`config.mk`:
```
export PLATFORM = sky130hd
export DESIGN_NAME = uart_tx_sched
export DESIGN_NICKNAME = d
export VERILOG_FILES = /design/src/rtl/uart_pkg.sv /design/src/rtl/sync_fifo_8.sv /design/src/rtl/uart_tx_sched.sv
export SDC_FILE = /design/constraint.sdc
export NUM_CORES = 1
export LEC_CHECK = 0
export BUFFER_PORTS_ARGS = -buffer_cell sky130_fd_sc_hd__buf_2
export CAP_MARGIN = 20
export CORE_MARGIN = 8
export CORE_UTILIZATION = 50
export DETAILED_ROUTE_END_ITERATION = 10
export GPL_ROUTABILITY_DRIVEN = 1
export PLACE_DENSITY = 0.65
export SLEW_MARGIN = 20
export SYNTH_ARGS = -nofsm -noshare
export SYNTH_HDL_FRONTEND = slang
export SYNTH_SLANG_ARGS = --single-unit
```
`constraint.sdc`:
```
create_clock -name clk -period 3.19 [get_ports clk]
set_input_delay 0.4785 -clock clk [delete_from_list [all_inputs] [get_ports clk]]
set_output_delay 0.4785 -clock clk [all_outputs]
set_load 0.01 [all_outputs]
```
`src/rtl/uart_pkg.sv`:
```
`default_nettype none
// ============================================================================
// Module : uart_pkg
// Brief  : Shared encodings and frame-length helper for the UART TX scheduler.
// Rev    : 1.0
// ============================================================================
package uart_pkg;

    typedef enum logic [1:0] {
        ST_IDLE = 2'd0,
        ST_LOAD = 2'd1,
        ST_WAIT = 2'd2
    } state_t;

    typedef enum logic {
        GNT_CPU = 1'b0,
        GNT_DBG = 1'b1
    } grant_t;

    // Cycles the line stays occupied by one frame, guard idle time included.
    function automatic int frame_cycles(input int frame_bits,
                                        input int clks_per_bit,
                                        input int guard);
        return frame_bits * clks_per_bit + guard;
    endfunction

endpackage
`default_nettype wire

```
`src/rtl/sync_fifo_8.sv`:
```
`default_nettype none
// ============================================================================
// Module : sync_fifo_8
// Brief  : Byte-wide synchronous FIFO with registered full and sticky overflow.
// Rev    : 1.0
// ============================================================================
module sync_fifo_8 #(
    parameter int DEPTH = 16
) (
    input  logic                     clk,
    input  logic                     rst_n,
    input  logic                     i_push,
    input  logic [7:0]               i_data,
    input  logic                     i_pop,
    output logic [7:0]               o_data,
    output logic                     o_full,
    output logic [$clog2(DEPTH):0]   o_count,
    output logic                     o_overflow
);

    localparam int              AW         = $clog2(DEPTH);
    localparam logic [AW:0]     C_CNT_ONE  = (AW+1)'(1);
    localparam logic [AW:0]     C_DEPTH    = (AW+1)'(DEPTH);
    localparam logic [AW-1:0]   C_PTR_ONE  = AW'(1);

    logic [7:0]    r_mem [DEPTH];
    logic [AW-1:0] r_wr_ptr;
    logic [AW-1:0] r_rd_ptr;
    logic [AW:0]   r_count;
    logic          r_full;
    logic          r_overflow;

    logic          w_push_ok;
    logic          w_pop_ok;
    logic [AW:0]   w_count_nxt;

    // Full is the registered flag, so a push in the same cycle as a pop from
    // a full FIFO is still rejected.
    assign w_push_ok = i_push && !r_full;
    assign w_pop_ok  = i_pop && (r_count != '0);

    always_comb begin
        w_count_nxt = r_count;
        case ({w_push_ok, w_pop_ok})
            2'b10:   w_count_nxt = r_count + C_CNT_ONE;
            2'b01:   w_count_nxt = r_count - C_CNT_ONE;
            default: w_count_nxt = r_count;
        endcase
    end

    always_ff @(posedge clk or negedge rst_n) begin
        if (!rst_n) begin
            r_wr_ptr   <= '0;
            r_rd_ptr   <= '0;
            r_count    <= '0;
            r_full     <= 1'b0;
            r_overflow <= 1'b0;
        end else begin
            if (w_push_ok) begin
                r_wr_ptr <= r_wr_ptr + C_PTR_ONE;
            end
            if (w_pop_ok) begin
                r_rd_ptr <= r_rd_ptr + C_PTR_ONE;
            end
            if (i_push && r_full) begin
                r_overflow <= 1'b1;
            end
            r_count <= w_count_nxt;
            r_full  <= (w_count_nxt == C_DEPTH);
        end
    end

    always_ff @(posedge clk) begin
        if (w_push_ok) begin
            r_mem[r_wr_ptr] <= i_data;
        end
    end

    assign o_data     = r_mem[r_rd_ptr];
    assign o_full     = r_full;
    assign o_count    = r_count;
    assign o_overflow = r_overflow;

endmodule
`default_nettype wire

```
`src/rtl/uart_tx_sched.sv`:
```
`default_nettype none
// ============================================================================
// Module : uart_tx_sched
// Brief  : Round-robin scheduler sharing one UART transmitter between a CPU
//          FIFO and a debug valid/ready source, paced by a frame-time counter.
// Rev    : 1.0
// ============================================================================
module uart_tx_sched
    import uart_pkg::*;
#(
    parameter int FIFO_DEPTH   = 16,
    parameter int CLKS_PER_BIT = 434,
    parameter int FRAME_BITS   = 10,
    parameter int GUARD        = 2
) (
    input  logic                          clk,
    input  logic                          rst_n,
    input  logic                          i_cpu_wen,
    input  logic [7:0]                    i_cpu_wdata,
    output logic                          o_cpu_full,
    output logic [$clog2(FIFO_DEPTH):0]   o_cpu_count,
    output logic                          o_cpu_overflow,
    input  logic                          i_dbg_valid,
    input  logic [7:0]                    i_dbg_data,
    output logic                          o_dbg_ready,
    output logic                          o_tx_en,
    output logic [7:0]                    o_tx_data,
    output logic                          o_busy
);

    localparam int               FRAME_CYC  = frame_cycles(FRAME_BITS, CLKS_PER_BIT, GUARD);
    localparam int               CNT_W      = $clog2(FRAME_CYC + 1);
    localparam logic [CNT_W-1:0] C_CNT_LOAD = CNT_W'(FRAME_CYC - 1);
    localparam logic [CNT_W-1:0] C_CNT_ONE  = CNT_W'(1);

    state_t                        r_state;
    state_t                        w_state_nxt;
    grant_t                        r_last;
    grant_t                        w_grant;
    logic                          w_grant_vld;
    logic                          w_pop;
    logic                          w_req_cpu;
    logic                          w_req_dbg;
    logic [CNT_W-1:0]              r_cnt;
    logic [7:0]                    r_tx_data;
    logic [7:0]                    w_fifo_data;
    logic [$clog2(FIFO_DEPTH):0]   w_fifo_count;

    sync_fifo_8 #(
        .DEPTH      (FIFO_DEPTH)
    ) u_fifo (
        .clk        (clk),
        .rst_n      (rst_n),
        .i_push     (i_cpu_wen),
        .i_data     (i_cpu_wdata),
        .i_pop      (w_pop),
        .o_data     (w_fifo_data),
        .o_full     (o_cpu_full),
        .o_count    (w_fifo_count),
        .o_overflow (o_cpu_overflow)
    );

    assign w_req_cpu = (w_fifo_count != '0);
    assign w_req_dbg = i_dbg_valid;

    always_comb begin
        w_state_nxt = r_state;
        w_grant     = GNT_CPU;
        w_grant_vld = 1'b0;
        w_pop       = 1'b0;
        o_dbg_ready = 1'b0;
        o_tx_en     = 1'b0;
        case (r_state)
            ST_IDLE: begin
                // On a tie the side that did not win last time goes first.
                if (w_req_cpu && w_req_dbg) begin
                    w_grant_vld = 1'b1;
                    w_grant     = (r_last == GNT_CPU) ? GNT_DBG : GNT_CPU;
                end else if (w_req_cpu) begin
                    w_grant_vld = 1'b1;
                    w_grant     = GNT_CPU;
                end else if (w_req_dbg) begin
                    w_grant_vld = 1'b1;
                    w_grant     = GNT_DBG;
                end
                if (w_grant_vld) begin
                    w_state_nxt = ST_LOAD;
                    w_pop       = (w_grant == GNT_CPU);
                    o_dbg_ready = (w_grant == GNT_DBG);
                end
            end
            ST_LOAD: begin
                o_tx_en     = 1'b1;
                w_state_nxt = ST_WAIT;
            end
            ST_WAIT: begin
                if (r_cnt == '0) begin
                    w_state_nxt = ST_IDLE;
                end
            end
            default: begin
                w_state_nxt = ST_IDLE;
            end
        endcase
    end

    always_ff @(posedge clk or negedge rst_n) begin
        if (!rst_n) begin
            r_state <= ST_IDLE;
        end else begin
            r_state <= w_state_nxt;
        end
    end

    always_ff @(posedge clk or negedge rst_n) begin
        if (!rst_n) begin
            r_last    <= GNT_DBG;
            r_cnt     <= '0;
            r_tx_data <= 8'h00;
        end else begin
            if (w_grant_vld) begin
                r_tx_data <= (w_grant == GNT_CPU) ? w_fifo_data : i_dbg_data;
                r_last    <= w_grant;
            end
            if (r_state == ST_LOAD) begin
                r_cnt <= C_CNT_LOAD;
            end else if ((r_state == ST_WAIT) && (r_cnt != '0)) begin
                r_cnt <= r_cnt - C_CNT_ONE;
            end
        end
    end

    assign o_cpu_count = w_fifo_count;
    assign o_tx_data   = r_tx_data;
    assign o_busy      = (r_state != ST_IDLE);

endmodule
`default_nettype wire

```
==> flow_metrics.tcl <==
set metrics [dict create \
    clkPwrFrac_pct 27.9 \
    dpl-instance-area_um2 7400 \
    synthCells 433 \
    cts_tree "yes" \
    synth_ff_type "edfxtp_1" \
    arrival_ns 3.27 \
    drive_above_1_share_pct 27.5 \
    vias_per_cell 5.69 \
    cp_cell_sequence "or2_2, or3_1, nor2_1, xor2_1, ha_1, nand3_1, mux2_2, a21oi_1, or3_1, and3_1, nor4b_1" \
    via_count 3839 \
    max_freq_ghz 0.338 \
    clkSinkCount 167 \
    ys_ff_latch 167 \
    synthesis.area_um2 6960 \
    finClkSkew_ns 0.00932 \
    design_area_um2 8000 \
    tightest_slew_ns 1.06 \
    drv_slew 0 \
    post_cts_buffers 0 \
    antenna_left 0 \
    post-route-util_pct 58.3 \
    cts_root_buffer "clkbuf_16" \
    comb_power_share_pct 31.2 \
    grt_overflow 0 \
    post-route-min-period_ns 2.96 \
    grt.total_usage_pct 16.7 \
    async_flop_share_pct 23.4 \
    io_pins 38 \
    timing.critical_path.mode_cell "or3_1" \
    p_int_mw 5.01 \
    die_h_um 134 \
    switchingPower_mw 2.42 \
    grt_pass1_wl_um 22300 \
    core-area_um2 13700 \
    fin_tns_setup_ns 0 \
    ys_warn_count 0 \
    drv_cap 0 \
    vdd_drop_max_mv 0.438 \
    antenna_found_initial 0 \
    cp_slowest_cell "or3_1" \
    hold_viol_final 0 \
    nFillCells 1051 \
    fin_ws_ns 0.230 \
    cts_resized 0 \
    hp-class "input port to async pin" \
    crit_type "flip-flop to flip-flop" \
    end_kind "flip-flop" \
    die_x_um 134 \
    areaGrowthSynthToFinish_pct 15.0 \
    rsz0062_at_grt "no" \
    synth.avg_cell_area_um2 16.1 \
    multi_input_area_um2 1990 \
    fin_nets 510 \
    io_buffer_count 37 \
    slew_headroom_pct 29.1 \
    synth-edff-count 128 \
    status "finished, final reports clean" \
    period_share_pct 92.8 \
    globalplace.congestion 0.863 \
    grt_max_degree 40 \
    dp_hpwl_um 8980 \
    firstDrtPassIters 4 \
    ys_seq_area_share_pct 69.3 \
    cts_buffers 17 \
    cts_max_level 4 \
    powerDensity_nw_per_um2 929 \
    diodes 0 \
    p_leak_nw 2.83 \
    clkTransAtPathRegs_ns 0.07 \
    ys_types 54 \
    critPathLaunchType "flip-flop" \
    cts_hold_buf 0 \
    wl_per_cell_um 20.6 \
    dieArea_um2 17900 \
    clockBufferDepth 2 \
    fp-row-count 43 \
    setup_viol 0 \
    drt_wl_total_um 13900 \
    cp_max_fo 6 \
    post-place-ws_ns 0.271 \
    syn_nets 461 \
    first_global_vias 4136 \
    drc 0 \
    regArea_um2 4820 \
    start_util_pct 50.7 \
    required_ns 3.50 \
    drt_iter0_drc 287 \
    insertion_delay_ns 0.43 \
    switching_share_pct 32.6 \
    p_seq_share_pct 40.9 \
    crit_path_max_incr_delay_ns 0.46 \
]
[per-stage QoR]
step           total power, mW  hold WS [ns]  instances
2_1_floorplan             4.69         0.183        433
3_3_place_gp              5.34         0.438        643
3_5_place_dp              5.43         0.450        643
4_1_cts                   7.52         0.180        675
5_1_grt                   7.85         0.222        675
6_report                  7.43         0.169        675
[worst paths after layout]
path / start / slack (ns) / depth (start not counted) / endpoint
min in group clk: i_cpu_wen / 0.27 / 2 / u_fifo.o_overflow
max in group asynchronous: rst_n / 2.42 / 1 / u_fifo.r_rd_ptr[0]
min: rst_n / 0.17 / 1 / u_fifo.o_count[3]
min reg2reg: u_fifo.o_overflow / 0.46 / 1 / u_fifo.o_overflow
max: r_state[0] / 0.23 / 11 / u_fifo.o_full
max reg2reg: r_state[0] / 0.23 / 11 / u_fifo.o_full
[state kept, by name, indices dropped and copies added, names as in the netlist]
| signal | cells |
|---|---|
| u_fifo.o_overflow | 1 |
| u_fifo.r_mem | 128 |
| u_fifo.o_full | 1 |
| u_fifo.o_count | 5 |
| u_fifo.r_rd_ptr | 4 |
| r_last | 1 |
| o_tx_data | 8 |
| r_state | 2 |
| r_cnt | 13 |
| u_fifo.r_wr_ptr | 4 |
[kinds of logic (layout without fill, tap and decap cells)]
| group | count (synthesis) | after routing | synth area share (%) |
|---|---|---|---|
| xor+xnor | 15 | 15 | 1.89 |
| compound gates | 70 | 70 | 6.64 |
| mux | 35 | 35 | 10.8 |
| flops | 167 | 167 | 69.3 |
| buf+inv | 34 | 96 | 2.14 |
| fa+ha+maj | 8 | 8 | 1.44 |
| simple gates | 104 | 104 | 7.77 |
[cells in the mapped netlist, types with 6 or more instances]
cell type  count  area, µm²
a22oi_1       16        120
o21ai_0        6       30.0
clkbuf_1      13       48.8
mux4_2        32        721
nand2_1       14       52.6
ha_1           8        100
a21oi_1       32        160
nand3_1        8       40.0
xnor2_1        8       70.1
dfrtp_1       38        951
nor3_1        14       70.1
inv_1         10       37.5
nor2b_1        7       43.8
xor2_1         7       61.3
buf_2          6       30.0
edfxtp_1     128       3840
nor2_1        32        120
[per-layer routing]
metal	vias up	routed length (µm)	GRT usage, %
met3	14	704	4.53
met5	-	0	0
met4	0	218	7.42
met2	90	7060	27.1
li1	1779	-	-
met1	1956	5890	20.6
[cell type report]
| type | count | share of cell area, % |
|---|---|---|
| clock buffer | 18 | 5.36 |
| clock inverter | 14 | 2.19 |
| inverter | 10 | 0.469 |
| multi-input combinational | 232 | 24.8 |
| sequential | 167 | 60.3 |
| tap | 180 | 2.81 |
| timing repair buffer | 54 | 4.07 |
[worst max-delay path: cells and delay by family (launching register included)]
family | cells | cell delay (ns)
AND/OR/NAND/NOR | 7 | 1.60
AO/OA/AOI/OAI | 1 | 0.16
adder cells (fa/ha/maj) | 1 | 0.23
flip-flops | 1 | 0.41
XOR/XNOR | 1 | 0.17
multiplexers | 1 | 0.28
[power groups by stage]
| stage | Combinational (mW) | Sequential (mW) | Clock (mW) |
|---|---|---|---|
| after global routing | 2.55 | 3.10 | 2.20 |
| after detailed placement | 2.34 | 3.08 | 0 |
| final | 2.32 | 3.04 | 2.07 |
| after CTS | 2.35 | 3.04 | 2.12 |
| after floorplan | 1.74 | 2.96 | 0 |
| after global placement | 2.29 | 3.05 | 0 |
[placed cells by master (no fill, tap or decap), types with 10 or more instances in the layout]
master / netlist / routed
a21oi_1: 32 / 32
a22oi_1: 16 / 16
buf_2: 6 / 37
buf_4: 1 / 16
clkbuf_16: 0 / 17
dfrtp_1: 38 / 37
edfxtp_1: 128 / 128
inv_1: 10 / 10
mux4_2: 32 / 32
nand2_1: 14 / 14
nor2_1: 32 / 32
nor3_1: 14 / 14
Note: power is estimated with default switching activity, not from simulation.
